===== config.mk =====
export PLATFORM = sky130hd
export DESIGN_NAME = mem_access_unit
export DESIGN_NICKNAME = d
export VERILOG_FILES = /design/src/rtl/mem_access_unit.sv
export SDC_FILE = /design/constraint.sdc
export NUM_CORES = 1
export LEC_CHECK = 0
export CORE_MARGIN = 2
export CORE_UTILIZATION = 33
export CTS_CLUSTER_DIAMETER = 120
export DETAILED_ROUTE_END_ITERATION = 16
export MAX_ROUTING_LAYER = met4
export SLEW_MARGIN = 40
export SYNTH_ARGS = -nofsm -noshare
export SYNTH_HDL_FRONTEND = slang
export SYNTH_SLANG_ARGS = --single-unit
export TNS_END_PERCENT = 10

===== constraint.sdc =====
create_clock -name clk -period 5 [get_ports clk]
set_input_delay 1.25 -clock clk [delete_from_list [all_inputs] [get_ports clk]]
set_output_delay 1.25 -clock clk [all_outputs]
set_load 0.02 [all_outputs]

===== src/rtl/mem_access_unit.sv =====
// Memory access sequencer: turns LOAD / STORE / FILL / reserved requests into
// single-port RAM cycles and a one-cycle registered completion pulse.
module mem_access_unit #(
    parameter int DATA_W = 16,
    parameter int ADDR_W = 8
) (
    input  logic              clk,
    input  logic              rst_n,
    input  logic              req_valid,
    output logic              req_ready,
    input  logic [1:0]        req_op,
    input  logic [ADDR_W-1:0] req_base,
    input  logic [ADDR_W-1:0] req_offset,
    input  logic [DATA_W-1:0] req_wdata,
    input  logic [ADDR_W-1:0] req_count,
    output logic              resp_valid,
    output logic [DATA_W-1:0] resp_rdata,
    output logic              resp_err,
    output logic              ram_write_enable,
    output logic              ram_read,
    output logic [ADDR_W-1:0] ram_addr,
    output logic [DATA_W-1:0] ram_wdata,
    input  logic [DATA_W-1:0] ram_rdata
);

    typedef enum logic [2:0] {
        S_IDLE  = 3'd0,
        S_LOAD  = 3'd1,
        S_STORE = 3'd2,
        S_FILL  = 3'd3,
        S_RESP  = 3'd4
    } state_t;

    state_t            state_q, state_d;
    logic [ADDR_W-1:0] cnt_q, cnt_d;
    logic [ADDR_W-1:0] addr_d;
    logic [DATA_W-1:0] wdata_d;

    logic              req_ready_q, req_ready_d;
    logic              resp_valid_q, resp_valid_d;
    logic [DATA_W-1:0] resp_rdata_q, resp_rdata_d;
    logic              resp_err_q, resp_err_d;
    logic              ram_we_q, ram_we_d;
    logic              ram_rd_q, ram_rd_d;
    logic [ADDR_W-1:0] ram_addr_q, ram_addr_d;
    logic [DATA_W-1:0] ram_wdata_q, ram_wdata_d;

    // State register and registered outputs.
    always_ff @(posedge clk or negedge rst_n) begin
        if (!rst_n) begin
            state_q      <= S_IDLE;
            cnt_q        <= '0;
            req_ready_q  <= 1'b1;
            resp_valid_q <= 1'b0;
            resp_rdata_q <= '0;
            resp_err_q   <= 1'b0;
            ram_we_q     <= 1'b0;
            ram_rd_q     <= 1'b0;
            ram_addr_q   <= '0;
            ram_wdata_q  <= '0;
        end else begin
            state_q      <= state_d;
            cnt_q        <= cnt_d;
            req_ready_q  <= req_ready_d;
            resp_valid_q <= resp_valid_d;
            resp_rdata_q <= resp_rdata_d;
            resp_err_q   <= resp_err_d;
            ram_we_q     <= ram_we_d;
            ram_rd_q     <= ram_rd_d;
            ram_addr_q   <= ram_addr_d;
            ram_wdata_q  <= ram_wdata_d;
        end
    end

    // Next-state logic; cnt_q holds the FILL writes still to issue after the current one.
    always_comb begin
        state_d = state_q;
        cnt_d   = cnt_q;
        addr_d  = ram_addr_q;
        wdata_d = ram_wdata_q;
        case (state_q)
            S_IDLE: begin
                if (req_valid) begin
                    addr_d  = req_base + req_offset;
                    wdata_d = req_wdata;
                    case (req_op)
                        2'b00:   state_d = S_LOAD;
                        2'b01:   state_d = S_STORE;
                        2'b10: begin
                            if (req_count == '0) begin
                                state_d = S_RESP;
                            end else begin
                                state_d = S_FILL;
                                cnt_d   = req_count - ADDR_W'(1);
                            end
                        end
                        default: state_d = S_RESP;
                    endcase
                end else begin
                    state_d = S_IDLE;
                end
            end
            S_LOAD:  state_d = S_RESP;
            S_STORE: state_d = S_RESP;
            S_FILL: begin
                if (cnt_q == '0) begin
                    state_d = S_RESP;
                end else begin
                    cnt_d  = cnt_q - ADDR_W'(1);
                    addr_d = ram_addr_q + ADDR_W'(1);
                end
            end
            S_RESP:  state_d = S_IDLE;
            default: state_d = S_IDLE;
        endcase
    end

    // Output logic: next values of the registered outputs, decoded from state_d.
    always_comb begin
        req_ready_d  = (state_d == S_IDLE);
        resp_valid_d = (state_d == S_RESP);
        resp_err_d   = (state_q == S_IDLE) && req_valid && (req_op == 2'b11);
        ram_rd_d     = (state_d == S_LOAD);
        ram_we_d     = (state_d == S_STORE) || (state_d == S_FILL);
        if (ram_rd_d || ram_we_d) begin
            ram_addr_d = addr_d;
        end else begin
            ram_addr_d = '0;
        end
        if (ram_we_d) begin
            ram_wdata_d = wdata_d;
        end else begin
            ram_wdata_d = '0;
        end
        if (state_q == S_LOAD) begin
            resp_rdata_d = ram_rdata;
        end else begin
            resp_rdata_d = resp_rdata_q;
        end
    end

    assign req_ready        = req_ready_q;
    assign resp_valid       = resp_valid_q;
    assign resp_rdata       = resp_rdata_q;
    assign resp_err         = resp_err_q;
    assign ram_write_enable = ram_we_q;
    assign ram_read         = ram_rd_q;
    assign ram_addr         = ram_addr_q;
    assign ram_wdata        = ram_wdata_q;

endmodule


== Word-level counts from Yosys, hierarchy flattened ==
Index checks and enable logic that the tools add are counted.
Widths: inputs -> output; s select.

* $add $sub $neg: 4
* Reduce and logical (&&, ||, !) cells: 14
* Equal/unequal tests: 19
* Muxes and demuxes: 17

{| class="wikitable"
|+ Operator list
! cell !! count
|-
| $mux 8 || 7
|-
| $mux 16 || 3
|-
| $pmux 8 s2 || 2
|-
| $pmux 3 s3 || 2
|-
| $logic_not 8->1 || 2
|-
| $sub 8x1->8 const B || 2
|-
| $eq 3x2->1 const B || 4
|-
| $mux 3 || 3
|-
| $add 8x1->8 const B || 1
|-
| $add 8x8->8 || 1
|-
| $ne 2x2->1 const B || 4
|-
| $eq 3x1->1 const B || 2
|-
| $logic_not 3->1 || 2
|-
| $ne 3x3->1 const B || 2
|-
| $reduce_and 5->1 || 1
|-
| $eq 2x2->1 const B || 2
|-
| $ne 2x1->1 const B || 2
|-
| $eq 3x3->1 const B || 1
|-
| $ne 3x2->1 const B || 1
|-
| $reduce_and 3->1 || 1
|-
| $eq 2x1->1 const B || 1
|-
| $logic_and 1x1->1 || 2
|-
| $logic_not 2->1 || 1
|-
| $logic_or 1x1->1 || 2
|-
| other kinds (3) || 3
|}

* Output and inout bits: 45
* Register bits: 56
* Bits of input ports: 61
* Word-level logic and storage cells: 64

== Logic depth before layout (Yosys ltp) ==
* Depth after elaboration: 10
* Depth in mapped cells: 10
* Mapped depth without buffers: 7

== Worst setup path before layout ==
No wires, ideal clock.

* Path type: in2reg
* Start point: in req_base[0]
* End point: reg ram_addr_q[6], in the netlist ram_addr[6]
* Stages on the path: 7
* Library setup time: 153 ps
* Data arrival time: 2731 ps
* Required time: 4847 ps
* Buffers on the path: 0
* Slack: 2116 ps
* Cell sequence: ha_1 fa_1 a21o_1 a21oi_1 nor4bb_1 a2111oi_0 a221oi_1

* Longest elaborated chain between the ends: 4

{| class="wikitable"
|+ Ends and longest elaborated chain
! element !! RTL line !! source
|-
| start, declared || 12 || <nowiki>input logic [ADDR_W-1:0] req_base,</nowiki>
|-
| $add 8x8->8 || 84 || <nowiki>addr_d = req_base + req_offset;</nowiki>
|-
| $mux 8 || 83 || <nowiki>if (req_valid) begin</nowiki>
|-
| $pmux 8 s2 || 81 || <nowiki>case (state_q)</nowiki>
|-
| $mux 8 || 125 || <nowiki>if (ram_rd_d || ram_we_d) begin</nowiki>
|-
| end signal, assigned || 70 || <nowiki>ram_addr_q <= ram_addr_d;</nowiki>
|-
| end, declared || 45 || <nowiki>logic [ADDR_W-1:0] ram_addr_q, ram_addr_d;</nowiki>
|}

Every way passes these cells. The select of a mux whose other input is x is not followed.
A chain may end at the register's enable or synchronous reset.

== Worst setup path in the final report ==
* Start point: in req_valid
* End point: reg cnt_q[7]

* Longest elaborated chain between the ends: 2

{| class="wikitable"
|+ Ends and longest elaborated chain
! element !! RTL line !! source
|-
| start, declared || 9 || <nowiki>input logic req_valid,</nowiki>
|-
| $ne 2x2->1 (no source line) || n/a ||
|-
| $reduce_and 5->1 (no source line) || n/a ||
|-
| end signal, assigned || 63 || <nowiki>cnt_q <= cnt_d;</nowiki>
|-
| end, declared || 35 || <nowiki>logic [ADDR_W-1:0] cnt_q, cnt_d;</nowiki>
|}

Every way passes these cells.

==> impl_results.html <==
<table>
<tr><th>Metric</th><th>Value</th></tr>
<tr><th colspan="2">Clock tree</th></tr>
<tr><td>Buffer depth of the longest clock path</td><td>2</td></tr>
<tr><td>Number of hold-repair buffers added at the cts stage</td><td>0</td></tr>
<tr><td>Clock tree from TritonCTS</td><td>done</td></tr>
<tr><td>Resized cells post-CTS</td><td>0</td></tr>
<tr><td>Clock Sink Count</td><td>56</td></tr>
<tr><td>Total CTS buffers</td><td>5</td></tr>
<tr><td>Clock root buffer</td><td>clkbuf_8</td></tr>
<tr><td>Register clock-pin slew on the reported worst setup and hold paths</td><td>about 0.1 ns</td></tr>
<tr><td>Clock latency at the later pin of the worst-skew pair</td><td>between 0.3 and 0.4 ns</td></tr>
<tr><td>Setup fix buffers added after clock tree synthesis</td><td>0</td></tr>
<tr><td>H-Tree Level Count</td><td>2</td></tr>
<tr><th colspan="2">Placement</th></tr>
<tr><td>HPWL Detailed</td><td>between 5000 and 6000 um</td></tr>
<tr><td>Port Buf Inserts</td><td>between 100 and 150</td></tr>
<tr><td>GP Congestion</td><td>about 0.8</td></tr>
<tr><th colspan="2">Drt</th></tr>
<tr><td>Number of nets still failing antenna checks after routing</td><td>0</td></tr>
<tr><td>Initial detailed-routing violation count</td><td>120</td></tr>
<tr><td>Via count</td><td>2,522</td></tr>
<tr><td>Mean number of vias per cell</td><td>5.03</td></tr>
<tr><td>Number of search-and-repair iterations in the first detailed-routing pass</td><td>4</td></tr>
<tr><td>Count of unresolved DRC violations after routing</td><td>0</td></tr>
<tr><td>Post-DR wirelength/cell</td><td>roughly 14 um</td></tr>
<tr><td>Final wirelength</td><td>between 7000 and 8000 um</td></tr>
<tr><th colspan="2">Yosys</th></tr>
<tr><td>Number of flip-flops and latches in the synthesized netlist</td><td>between 50 and 60</td></tr>
<tr><td>Net count after synthesis</td><td>about 360</td></tr>
<tr><td>Yosys cell types</td><td>57</td></tr>
<tr><td>Synthesized area divided by synthesized cell count</td><td>a little over 10 um2</td></tr>
<tr><td>Syn Inst Count</td><td>between 200 and 300</td></tr>
<tr><td>Sequential area share after synthesis</td><td>0.468</td></tr>
<tr><td>Predominant post-synthesis flop cell</td><td>dfrtp_1</td></tr>
<tr><td>Synthesized cell area</td><td>~0.003 mm2</td></tr>
<tr><td>Ys async rst share</td><td>1.00</td></tr>
<tr><td>Number of synthesis warnings</td><td>0</td></tr>
<tr><td>EDFF count, synth</td><td>0</td></tr>
<tr><th colspan="2">Layout</th></tr>
<tr><td>Area growth, synth to finish</td><td>41.2%</td></tr>
<tr><td>N_diodes</td><td>0</td></tr>
<tr><td>Final core utilization</td><td>0.483</td></tr>
<tr><td>Share of final-layout standard cells stronger than drive strength 1</td><td>0.104</td></tr>
<tr><td>Final Net Count</td><td>463</td></tr>
<tr><th colspan="2">Global routing</th></tr>
<tr><td>Vias in the first global route</td><td>approximately 2.6k</td></tr>
<tr><td>First-pass GRT wire length</td><td>roughly 12,000 um</td></tr>
<tr><td>Overall routing resource usage</td><td>0.152</td></tr>
<tr><td>Number of antenna violations at the first check in global routing</td><td>0</td></tr>
<tr><td>Global route overflow</td><td>0</td></tr>
<tr><td>Pin count of the biggest net entering global routing</td><td>57</td></tr>
<tr><th colspan="2">Pwr</th></tr>
<tr><td>Maximum resistive drop on vdd</td><td>approximately 160 uV</td></tr>
<tr><td>Sum of internal, switching and leakage power</td><td>roughly 1.8 mW</td></tr>
<tr><td>Pwr per Cell Area</td><td>roughly 420 mW/mm2</td></tr>
<tr><td>Total leakage power</td><td>between 1.5 and 2 nW</td></tr>
<tr><th colspan="2">STA</th></tr>
<tr><td>Final total negative setup slack</td><td>0 ns</td></tr>
<tr><td>Post-Route Skew</td><td>0.00592 ns</td></tr>
<tr><td>Final Slew Violations</td><td>0</td></tr>
<tr><td>Actual slew at the worst max-slew pin</td><td>between 0.7 and 0.8 ns</td></tr>
<tr><td>Share of the clock period used by the worst path after layout</td><td>0.659</td></tr>
<tr><td>Final period demand of the worst path</td><td>between 3 and 4 ns</td></tr>
<tr><td>Max_slew headroom</td><td>0.482</td></tr>
<tr><td>Final setup viols</td><td>0</td></tr>
<tr><td>Count of final hold-check violations</td><td>0</td></tr>
<tr><td>Fmax</td><td>~300 MHz</td></tr>
<tr><td>RSZ-0062 raised after global routing</td><td>no</td></tr>
<tr><th colspan="2">Die</th></tr>
<tr><td>Initial standard-cell utilization of the core</td><td>0.342</td></tr>
<tr><td>Die outline area</td><td>between 0.009 and 0.01 mm2</td></tr>
<tr><td>Count of standard-cell rows</td><td>34</td></tr>
<tr><td>Top-level port count</td><td>approximately 110</td></tr>
<tr><td>Die Width</td><td>between 90 and 100 um</td></tr>
<tr><td>Die boundary height</td><td>99.3 um</td></tr>
<tr><td>Core area</td><td>a little under 0.009 mm2</td></tr>
<tr><th colspan="2">Outcome</th></tr>
<tr><td>Status</td><td>finished clean</td></tr>
<tr><th colspan="2">Critical path</th></tr>
<tr><td>Type of element capturing the critical path</td><td>flop</td></tr>
<tr><td>Required time of the worst setup path</td><td>5.20 ns</td></tr>
<tr><td>Startpoint type of the worst setup path</td><td>primary input</td></tr>
<tr><td>Highest net fanout along the worst path</td><td>14</td></tr>
<tr><td>Worst Setup Path Type</td><td>in -&gt; reg</td></tr>
<tr><td>Arrival time at the worst endpoint</td><td>between 3 and 4 ns</td></tr>
<tr><td>Setup slack of the most critical reg-to-reg path</td><td>~2.4 ns</td></tr>
<tr><th colspan="2">Run</th></tr>
<tr><td>Maximum capacitance violations</td><td>0</td></tr>
<tr><th colspan="2">Min path</th></tr>
<tr><td>Hold/Removal Path Class</td><td>reg -&gt; reg</td></tr>
</table>
path summary, 6_finish.rpt:
path,depth (start not counted),end,start
worst max-delay path,6,cnt_q[7]$_DFFE_PN0P_,req_valid
worst min-delay path,1,ram_addr[0]$_DFFE_PN0P_,ram_addr[0]$_DFFE_PN0P_
worst max register to register,7,cnt_q[6]$_DFFE_PN0P_,state_q[1]$_DFF_PN0_
worst min register to register,1,ram_addr[0]$_DFFE_PN0P_,ram_addr[0]$_DFFE_PN0P_
max in group asynchronous,2,state_q[0]$_DFF_PN0_,rst_n
min in group asynchronous,2,resp_rdata[4]$_DFFE_PN0P_,rst_n
stage by stage:
stage,hold WS (ns),std cells,cell area (um2),setup slack (ns)
5_1_grt,0.529,501,4230,1.51
6_report,0.511,501,4230,1.70
3_3_place_gp,0.488,493,4130,1.30
3_5_place_dp,0.495,493,4140,1.33
2_1_floorplan,0.494,291,3000,2.12
4_1_cts,0.518,501,4230,1.67
cells in the mapped netlist, drive strengths merged, types with 4 or more instances:
library cell / number / area (um2)
a211oi: 4 / 35.0
a21oi: 37 / 200
a221oi: 4 / 35.0
buf: 11 / 56.3
dfrtp: 55 / 1380
ha: 9 / 113
inv: 7 / 26.3
mux2: 17 / 191
nand2: 47 / 176
nand2b: 4 / 25.0
nand3: 5 / 25.0
nand3b: 4 / 42.5
nor2: 10 / 37.5
nor3: 8 / 40.0
nor3b: 4 / 35.0
nor4: 5 / 65.1
o21ai: 7 / 35.0
or3: 4 / 25.0
xnor2: 6 / 52.6
xor2: 5 / 43.8
flip-flops by register name, indices dropped and copies added, names as in the netlist:
register and flops:
cnt_q 8, req_ready 1, ram_read 1, ram_addr 8, resp_valid 1, state_q 3, resp_err 1, resp_rdata 16
ram_wdata 16, ram_write_enable 1
area by class of cell:
| cell class | count | area (um2) |
|---|---|---|
| well taps | 108 | 135 |
| multi-input cells | 215 | 1520 |
| inverters | 7 | 26.3 |
| flip-flops and latches | 56 | 1400 |
| fillers | 839 | 4530 |
| clock buffers | 6 | 72.6 |
| clock inverters | 2 | 16.3 |
| repair buffers | 107 | 1060 |
placed cells by master (no fill, tap or decap), drive strengths merged, types with 2 or more instances in the layout:
cell / netlist / layout
a211oi: 4 / 4
a21oi: 37 / 37
a221oi: 4 / 4
a22o: 3 / 3
a311oi: 2 / 2
and3: 3 / 3
and3b: 2 / 2
buf: 11 / 3
clkbuf: 2 / 6
clkdlybuf4s50: 0 / 104
dfrtp: 55 / 55
ha: 9 / 9
inv: 7 / 7
mux2: 17 / 17
mux2i: 3 / 3
nand2: 47 / 47
nand2b: 4 / 4
nand3: 5 / 5
nand3b: 4 / 4
nor2: 10 / 10
nor3: 8 / 8
nor3b: 4 / 4
nor4: 5 / 5
o2111ai: 3 / 3
o21ai: 7 / 7
or2: 2 / 2
or3: 4 / 4
xnor2: 6 / 6
xor2: 5 / 5
routing by layer:
metal	GRT usage	vias up	wire, um	share of wire
met5	-	-	0	0
met4	0.0358	0	72	0.010
met3	0.0387	6	515	0.073
met2	0.251	78	3220	0.46
met1	0.188	1182	3260	0.46
li1	-	1256	-	-
cells by family (layout without fill, tap and decap cells):
kind of cell               count (synthesis)  after routing  synth area share
and+or+nand+nor                          100            100             0.185
muxes                                     20             20            0.0739
xor gates and xnor gates                  11             11            0.0321
DFF                                       56             56             0.468
AOI/OAI and AO/OA                         74             74             0.167
adders and majority gates                 10             10            0.0442
buffers and inverters                     20            122            0.0301
power breakdown:
group,leakage (nW),internal [mW],total [mW],switching [mW]
clock network,0.0414,0.100,0.247,0.147
registers,0.720,0.599,0.726,0.127
logic,0.947,0.409,0.811,0.402
total,1.71,1.11,1.78,0.676
critical path, stage by stage:
cell             delay, ns
clkdlybuf4s50_1       0.49
nor4b_4               0.65
buf_4                 0.32
o32a_1                0.39
o21ai_1               0.13
a22o_1                0.25
Note: power is estimated with default switching activity, not from simulation.
